[src/rtl/mb_intra_sequencer_pkg.sv]
`default_nettype none
// ============================================================================
// Package  : mb_intra_sequencer_pkg
// Purpose  : Shared constants and the one-hot controller state encoding for
//            the intra macroblock sequencer.
// Revision : 1.0  initial release
// ============================================================================
package mb_intra_sequencer_pkg;

  // Default width of macroblock coordinates and grid dimensions.
  localparam int COORD_W = 10;

  // Luma macroblock edge length in pixels.
  localparam int MB_SIZE = 16;

  // One-hot encoding, same style as the mode-decision engine's controller.
  typedef enum logic [6:0] {
    ST_IDLE   = 7'b000_0001,
    ST_CLEAR  = 7'b000_0010,
    ST_FETCH  = 7'b000_0100,
    ST_LAUNCH = 7'b000_1000,
    ST_RUN    = 7'b001_0000,
    ST_EMIT   = 7'b010_0000,
    ST_DONE   = 7'b100_0000
  } seq_state_t;

endpackage : mb_intra_sequencer_pkg
`default_nettype wire

[src/rtl/mb_raster_counter.sv]
`default_nettype none
// ============================================================================
// Module   : mb_raster_counter
// Purpose  : Raster-order macroblock coordinate walker. Captures the grid
//            size on load (a zero dimension counts as one) and steps x then y
//            on advance. Shared by the luma and chroma sequencers.
// Revision : 1.0  initial release
// ============================================================================
module mb_raster_counter #(
  parameter int COORD_W = 10
) (
  input  logic               clk,
  input  logic               rst,
  input  logic               load,
  input  logic               advance,
  input  logic [COORD_W-1:0] w,
  input  logic [COORD_W-1:0] h,
  output logic [COORD_W-1:0] x,
  output logic [COORD_W-1:0] y,
  output logic               last
);

  localparam logic [COORD_W-1:0] ONE = COORD_W'(1);

  logic [COORD_W-1:0] w_lim;
  logic [COORD_W-1:0] h_lim;
  logic               x_at_end;

  assign x_at_end = (x == (w_lim - ONE));
  // Decoded from registers only, so it is safe to drive outputs from it.
  assign last     = x_at_end && (y == (h_lim - ONE));

  // Grid size capture and raster stepping.
  always_ff @(posedge clk or posedge rst) begin
    if (rst) begin
      w_lim <= ONE;
      h_lim <= ONE;
      x     <= '0;
      y     <= '0;
    end else if (load) begin
      w_lim <= (w == '0) ? ONE : w;
      h_lim <= (h == '0) ? ONE : h;
      x     <= '0;
      y     <= '0;
    end else if (advance) begin
      if (x_at_end) begin
        x <= '0;
        y <= y + ONE;
      end else begin
        x <= x + ONE;
      end
    end
  end

endmodule : mb_raster_counter
`default_nettype wire

[src/rtl/mb_intra_sequencer.sv]
`default_nettype none
// ============================================================================
// Module   : mb_intra_sequencer
// Purpose  : Frame-level controller that walks the macroblock grid in raster
//            order, launches the 16x16 intra mode-decision engine once per
//            macroblock and hands each result to the bitstream writer.
// Revision : 1.0  initial release
// ============================================================================
module mb_intra_sequencer #(
  parameter int COORD_W = mb_intra_sequencer_pkg::COORD_W,
  parameter int CYC_W   = 16
) (
  input  logic               clk,
  input  logic               rst,
  input  logic               frame_start,
  input  logic               abort,
  input  logic [COORD_W-1:0] mb_w,
  input  logic [COORD_W-1:0] mb_h,
  input  logic               src_valid,
  output logic               src_ready,
  output logic               pick_start,
  output logic               pick_clear,
  output logic [COORD_W-1:0] pick_x,
  output logic [COORD_W-1:0] pick_y,
  input  logic               pick_done,
  output logic               res_valid,
  input  logic               res_ready,
  output logic               res_last,
  output logic [CYC_W-1:0]   mb_cycles,
  output logic               busy,
  output logic               frame_done
);

  import mb_intra_sequencer_pkg::*;

  localparam logic [CYC_W-1:0] CYC_ONE = CYC_W'(1);

  seq_state_t       state;
  seq_state_t       state_next;
  logic             mb_last;
  logic             rc_load;
  logic             rc_advance;
  logic [CYC_W-1:0] cyc_cnt;
  logic [CYC_W-1:0] cyc_inc;

  // The engine results are only held until its next start, so coordinates
  // advance only on the writer handshake, never earlier.
  assign rc_load    = (state == ST_IDLE) && frame_start && !abort;
  assign rc_advance = (state == ST_EMIT) && res_ready && !mb_last && !abort;

  mb_raster_counter #(
    .COORD_W (COORD_W)
  ) u_raster (
    .clk     (clk),
    .rst     (rst),
    .load    (rc_load),
    .advance (rc_advance),
    .w       (mb_w),
    .h       (mb_h),
    .x       (pick_x),
    .y       (pick_y),
    .last    (mb_last)
  );

  // State register.
  always_ff @(posedge clk or posedge rst) begin
    if (rst) begin
      state <= ST_IDLE;
    end else begin
      state <= state_next;
    end
  end

  // Next-state logic and state-decoded outputs (no input-to-output paths).
  always_comb begin
    state_next = state;
    src_ready  = 1'b0;
    pick_start = 1'b0;
    pick_clear = 1'b0;
    res_valid  = 1'b0;
    res_last   = 1'b0;
    frame_done = 1'b0;
    busy       = 1'b1;
    case (state)
      ST_IDLE: begin
        busy = 1'b0;
        if (frame_start) state_next = ST_CLEAR;
      end
      ST_CLEAR: begin
        pick_clear = 1'b1;
        state_next = ST_FETCH;
      end
      ST_FETCH: begin
        src_ready = 1'b1;
        if (src_valid) state_next = ST_LAUNCH;
      end
      ST_LAUNCH: begin
        pick_start = 1'b1;
        state_next = ST_RUN;
      end
      ST_RUN: begin
        if (pick_done) state_next = ST_EMIT;
      end
      ST_EMIT: begin
        res_valid = 1'b1;
        res_last  = mb_last;
        if (res_ready) state_next = mb_last ? ST_DONE : ST_FETCH;
      end
      ST_DONE: begin
        frame_done = 1'b1;
        state_next = ST_IDLE;
      end
      default: begin
        state_next = ST_IDLE;
      end
    endcase
    if (abort) state_next = ST_IDLE;
  end

  assign cyc_inc = (&cyc_cnt) ? cyc_cnt : (cyc_cnt + CYC_ONE);

  // Per-macroblock launch-to-done cycle counter, saturating at all-ones.
  always_ff @(posedge clk or posedge rst) begin
    if (rst) begin
      cyc_cnt   <= '0;
      mb_cycles <= '0;
    end else if (state == ST_LAUNCH) begin
      cyc_cnt <= '0;
    end else if (state == ST_RUN) begin
      cyc_cnt <= cyc_inc;
      // cyc_inc counts the done cycle itself, giving launch-to-done distance.
      if (pick_done && !abort) mb_cycles <= cyc_inc;
    end
  end

endmodule : mb_intra_sequencer
`default_nettype wire
[config.mk]
export PLATFORM = sky130hd
export DESIGN_NAME = mb_intra_sequencer
export DESIGN_NICKNAME = d
export VERILOG_FILES = /design/src/rtl/mb_intra_sequencer_pkg.sv /design/src/rtl/mb_raster_counter.sv /design/src/rtl/mb_intra_sequencer.sv
export SDC_FILE = /design/constraint.sdc
export NUM_CORES = 1
export LEC_CHECK = 0
export CORE_UTILIZATION = 35
export DETAILED_ROUTE_END_ITERATION = 6
export HOLD_SLACK_MARGIN = 0.1
export PLACE_DENSITY = 0.56
export SLEW_MARGIN = 5
export SYNTH_ARGS = -nofsm -noshare
export SYNTH_HDL_FRONTEND = slang
export SYNTH_SLANG_ARGS = --single-unit
[constraint.sdc]
create_clock -name clk -period 7.9 [get_ports clk]
set_input_delay 0.79 -clock clk [delete_from_list [all_inputs] [get_ports clk]]
set_output_delay 0.79 -clock clk [all_outputs]
set_load 0.005 [all_outputs]
==> impl_metrics.json <==
{
  "peakVddDrop_mv": 0.170,
  "rsz0062_at_grt": "false",
  "rows": 42,
  "cts_buffers": 9,
  "yosysTopAreaCell": "dfrtp_1",
  "grt_pass1_vias": 3950,
  "drive_gt1_frac": 0.0793,
  "grt_max_degree": 80,
  "final_cell_area_um2": 5820,
  "dpl-instance-area_um2": 5520,
  "cp.required_ps": 7110,
  "synthToLayoutAreaGrowth_pct": 23.5,
  "via_per_inst": 5.29,
  "max_freq_mhz": 221,
  "hold_viol_final": 0,
  "ys_async_sr_fraction": 1.00,
  "grtUsageMet2": 0.290,
  "grt_pass1_wl_um": 19800,
  "via_count": 4066,
  "clock_skew_ps": 6.90,
  "fin_nets": 620,
  "synth-main-ff-cell": "dfrtp_1",
  "grt_overflow": 0,
  "report.final.slew_viol_count": 0,
  "met1_usage": 0.233,
  "antenna_cells": 0,
  "cts.sinks": 79,
  "yosysSeqAreaShare": 0.420,
  "antenna_found_initial": 0,
  "synth_seq_cells": 79,
  "syn_area_um2": 4710,
  "status": "finished clean",
  "yosys.area.top_type_share": 0.404,
  "cts_root_buf": "clkbuf_16",
  "grtUsageTotal": 0.178,
  "finalWeightedCongestion": 0.781,
  "critPathMaxFanout": 13,
  "drv_cap": 0,
  "setup_viol": 0,
  "maxSlewHeadroom": 0.336,
  "path_class": "register to output pin",
  "cts.clk_slew.worst_paths_ps": 60,
  "synth_edf_count": 0,
  "hpwl_um": 8040,
  "fin_tns_setup_ps": 0,
  "end_kind": "output pin",
  "die_area_um2": 13900,
  "regArea_um2": 1980,
  "postSynthAreaPerCell_um2": 8.79,
  "ios": 70,
  "clk_latency_ps": 340,
  "post_cts_resized": 0,
  "ctsLongestPathBuffers": 2,
  "mostFrequentLayoutCells": "96 x nand2_1, 76 x dfrtp_1, 69 x clkdlybuf4s50_1, 40 x nor2_1, 36 x o21ai_0",
  "top_usage_layer": "met2",
  "synth_area_leaders": "dfrtp_1 40%, nand2_1 7.6%, xnor2_1 4.5%",
  "yosysUniqueCellTypes": 67,
  "htree_levels": 3,
  "instances_no_fill": 769,
  "fp.dieH_um": 118,
  "setup_slack_ps": 3380,
  "period_share": 0.573,
  "multiInputGateArea_um2": 2550,
  "die_x_um": 118,
  "ys_warn_count": 0,
  "final_common_cell": "nand2_1",
  "cts_tree": "yes",
  "cts_setup_buffers": 0,
  "io_buffer_count": 69,
  "power_density_nw_per_um2": 210,
  "met3_usage": 0.0465,
  "firstDrtPassIters": 4,
  "pre_cts_slack_ps": 3780,
  "holdCritPathClass": "register to register",
  "tightest_slew_ps": 996,
  "ant_nets": 0,
  "drtIter0Drc": 190,
  "initial_core_util": 0.357,
  "worstPathArrival_ps": 3730,
  "drc": 0,
  "leakagePower_nw": 2.36,
  "startpoint_type": "register",
  "placed_cells": 753,
  "coreArea_um2": 13200,
  "wire_per_inst_um": 15.0,
  "ctsHoldBuffers": 0,
  "nFillCells": 1297,
  "synth_cells": 536,
  "synth_fp_nets": 568,
  "routed_wl_um": 11500,
  "min_period_ps": 4520
}
power by group:
group / total, mW / leakage [nW] / switching (mW) / internal, mW
clock network: 0.429 / 0.145 / 0.174 / 0.255
logic: 0.283 / 1.15 / 0.153 / 0.130
registers: 0.511 / 1.06 / 0.0629 / 0.448
final cells by class:
class                   count  share of cell area
inverters                  14             0.00924
clock inverters             6              0.0116
flip-flops and latches     79               0.340
clock buffers              10              0.0410
multi-input cells         413               0.439
repair buffers             71               0.121
well taps                 176              0.0378
final timing paths:
check	start	end	slack, ps	depth (start not counted)
worst max-delay path	u_raster.w_lim[1]	res_last	3380	9
worst min-delay path	mb_cycles[10]	mb_cycles[10]	480	2
worst max register to register	u_raster.w_lim[1]	u_raster.x[4]	4620	9
worst min register to register	mb_cycles[10]	mb_cycles[10]	480	2
max in group asynchronous	rst	state[2]	6180	3
min in group asynchronous	rst	u_raster.h_lim[7]	1090	3
cells in the mapped netlist (all sizes together) (6+ instances only):
cell and count:
inv 13, a311oi 6, o21ai 37, nand3 27, a22o 8, nor3 15, a21oi 10, o31ai 6
xor2 11, and3 6, nor4 11, dfrtp 76, mux2i 11, nand2 97, a32o 8, clkbuf 23
nand4 8, nor2 40, nor3b 8, buf 7, xnor2 24, a31oi 7
sequential cells by signal, summed over array words and instances (netlist names):
register / cells
u_raster.h_lim: 10
mb_cycles: 16
cyc_cnt: 16
u_raster.y: 10
u_raster.x: 10
u_raster.w_lim: 10
state: 7
cell families (layout without fill, tap and decap cells):
family	count (synthesis)	count (layout)	synth area share
DFF	79	79	0.420
xor gates and xnor gates	35	35	0.0650
muxes	14	14	0.0305
buffers and inverters	44	101	0.0377
AOI/OAI and AO/OA	104	104	0.154
and+or+nand+nor	255	255	0.279
adders and majority gates	5	5	0.0133
per-layer routing:
layer / routed length, µm / share of wire
met1: 5620 / 0.49
met2: 5430 / 0.47
met3: 399 / 0.035
met4: 97 / 0.0084
met5: 0 / 0
metrics by stage:
| stage | util | power, mW | hold WS [ps] |
|---|---|---|---|
| 3_5_place_dp | 0.418 | 0.800 | 463 |
| 2_1_floorplan | - | 0.725 | 467 |
| 5_1_grt | 0.441 | 1.30 | 509 |
| 6_report | 0.441 | 1.22 | 476 |
| 3_3_place_gp | 0.418 | 0.796 | 462 |
| 4_1_cts | 0.441 | 1.24 | 479 |
worst max-delay path, stage by stage, from the launching register on:
cell and delay (ps):
dfrtp_1 400, inv_1 80, ha_1 260, or4b_4 500, nor2_1 170, mux2_2 360, a311oi_2 370, a21bo_2 380
nor3_1 300, clkdlybuf4s50_1 570
(Power assumes the default switching activity.)
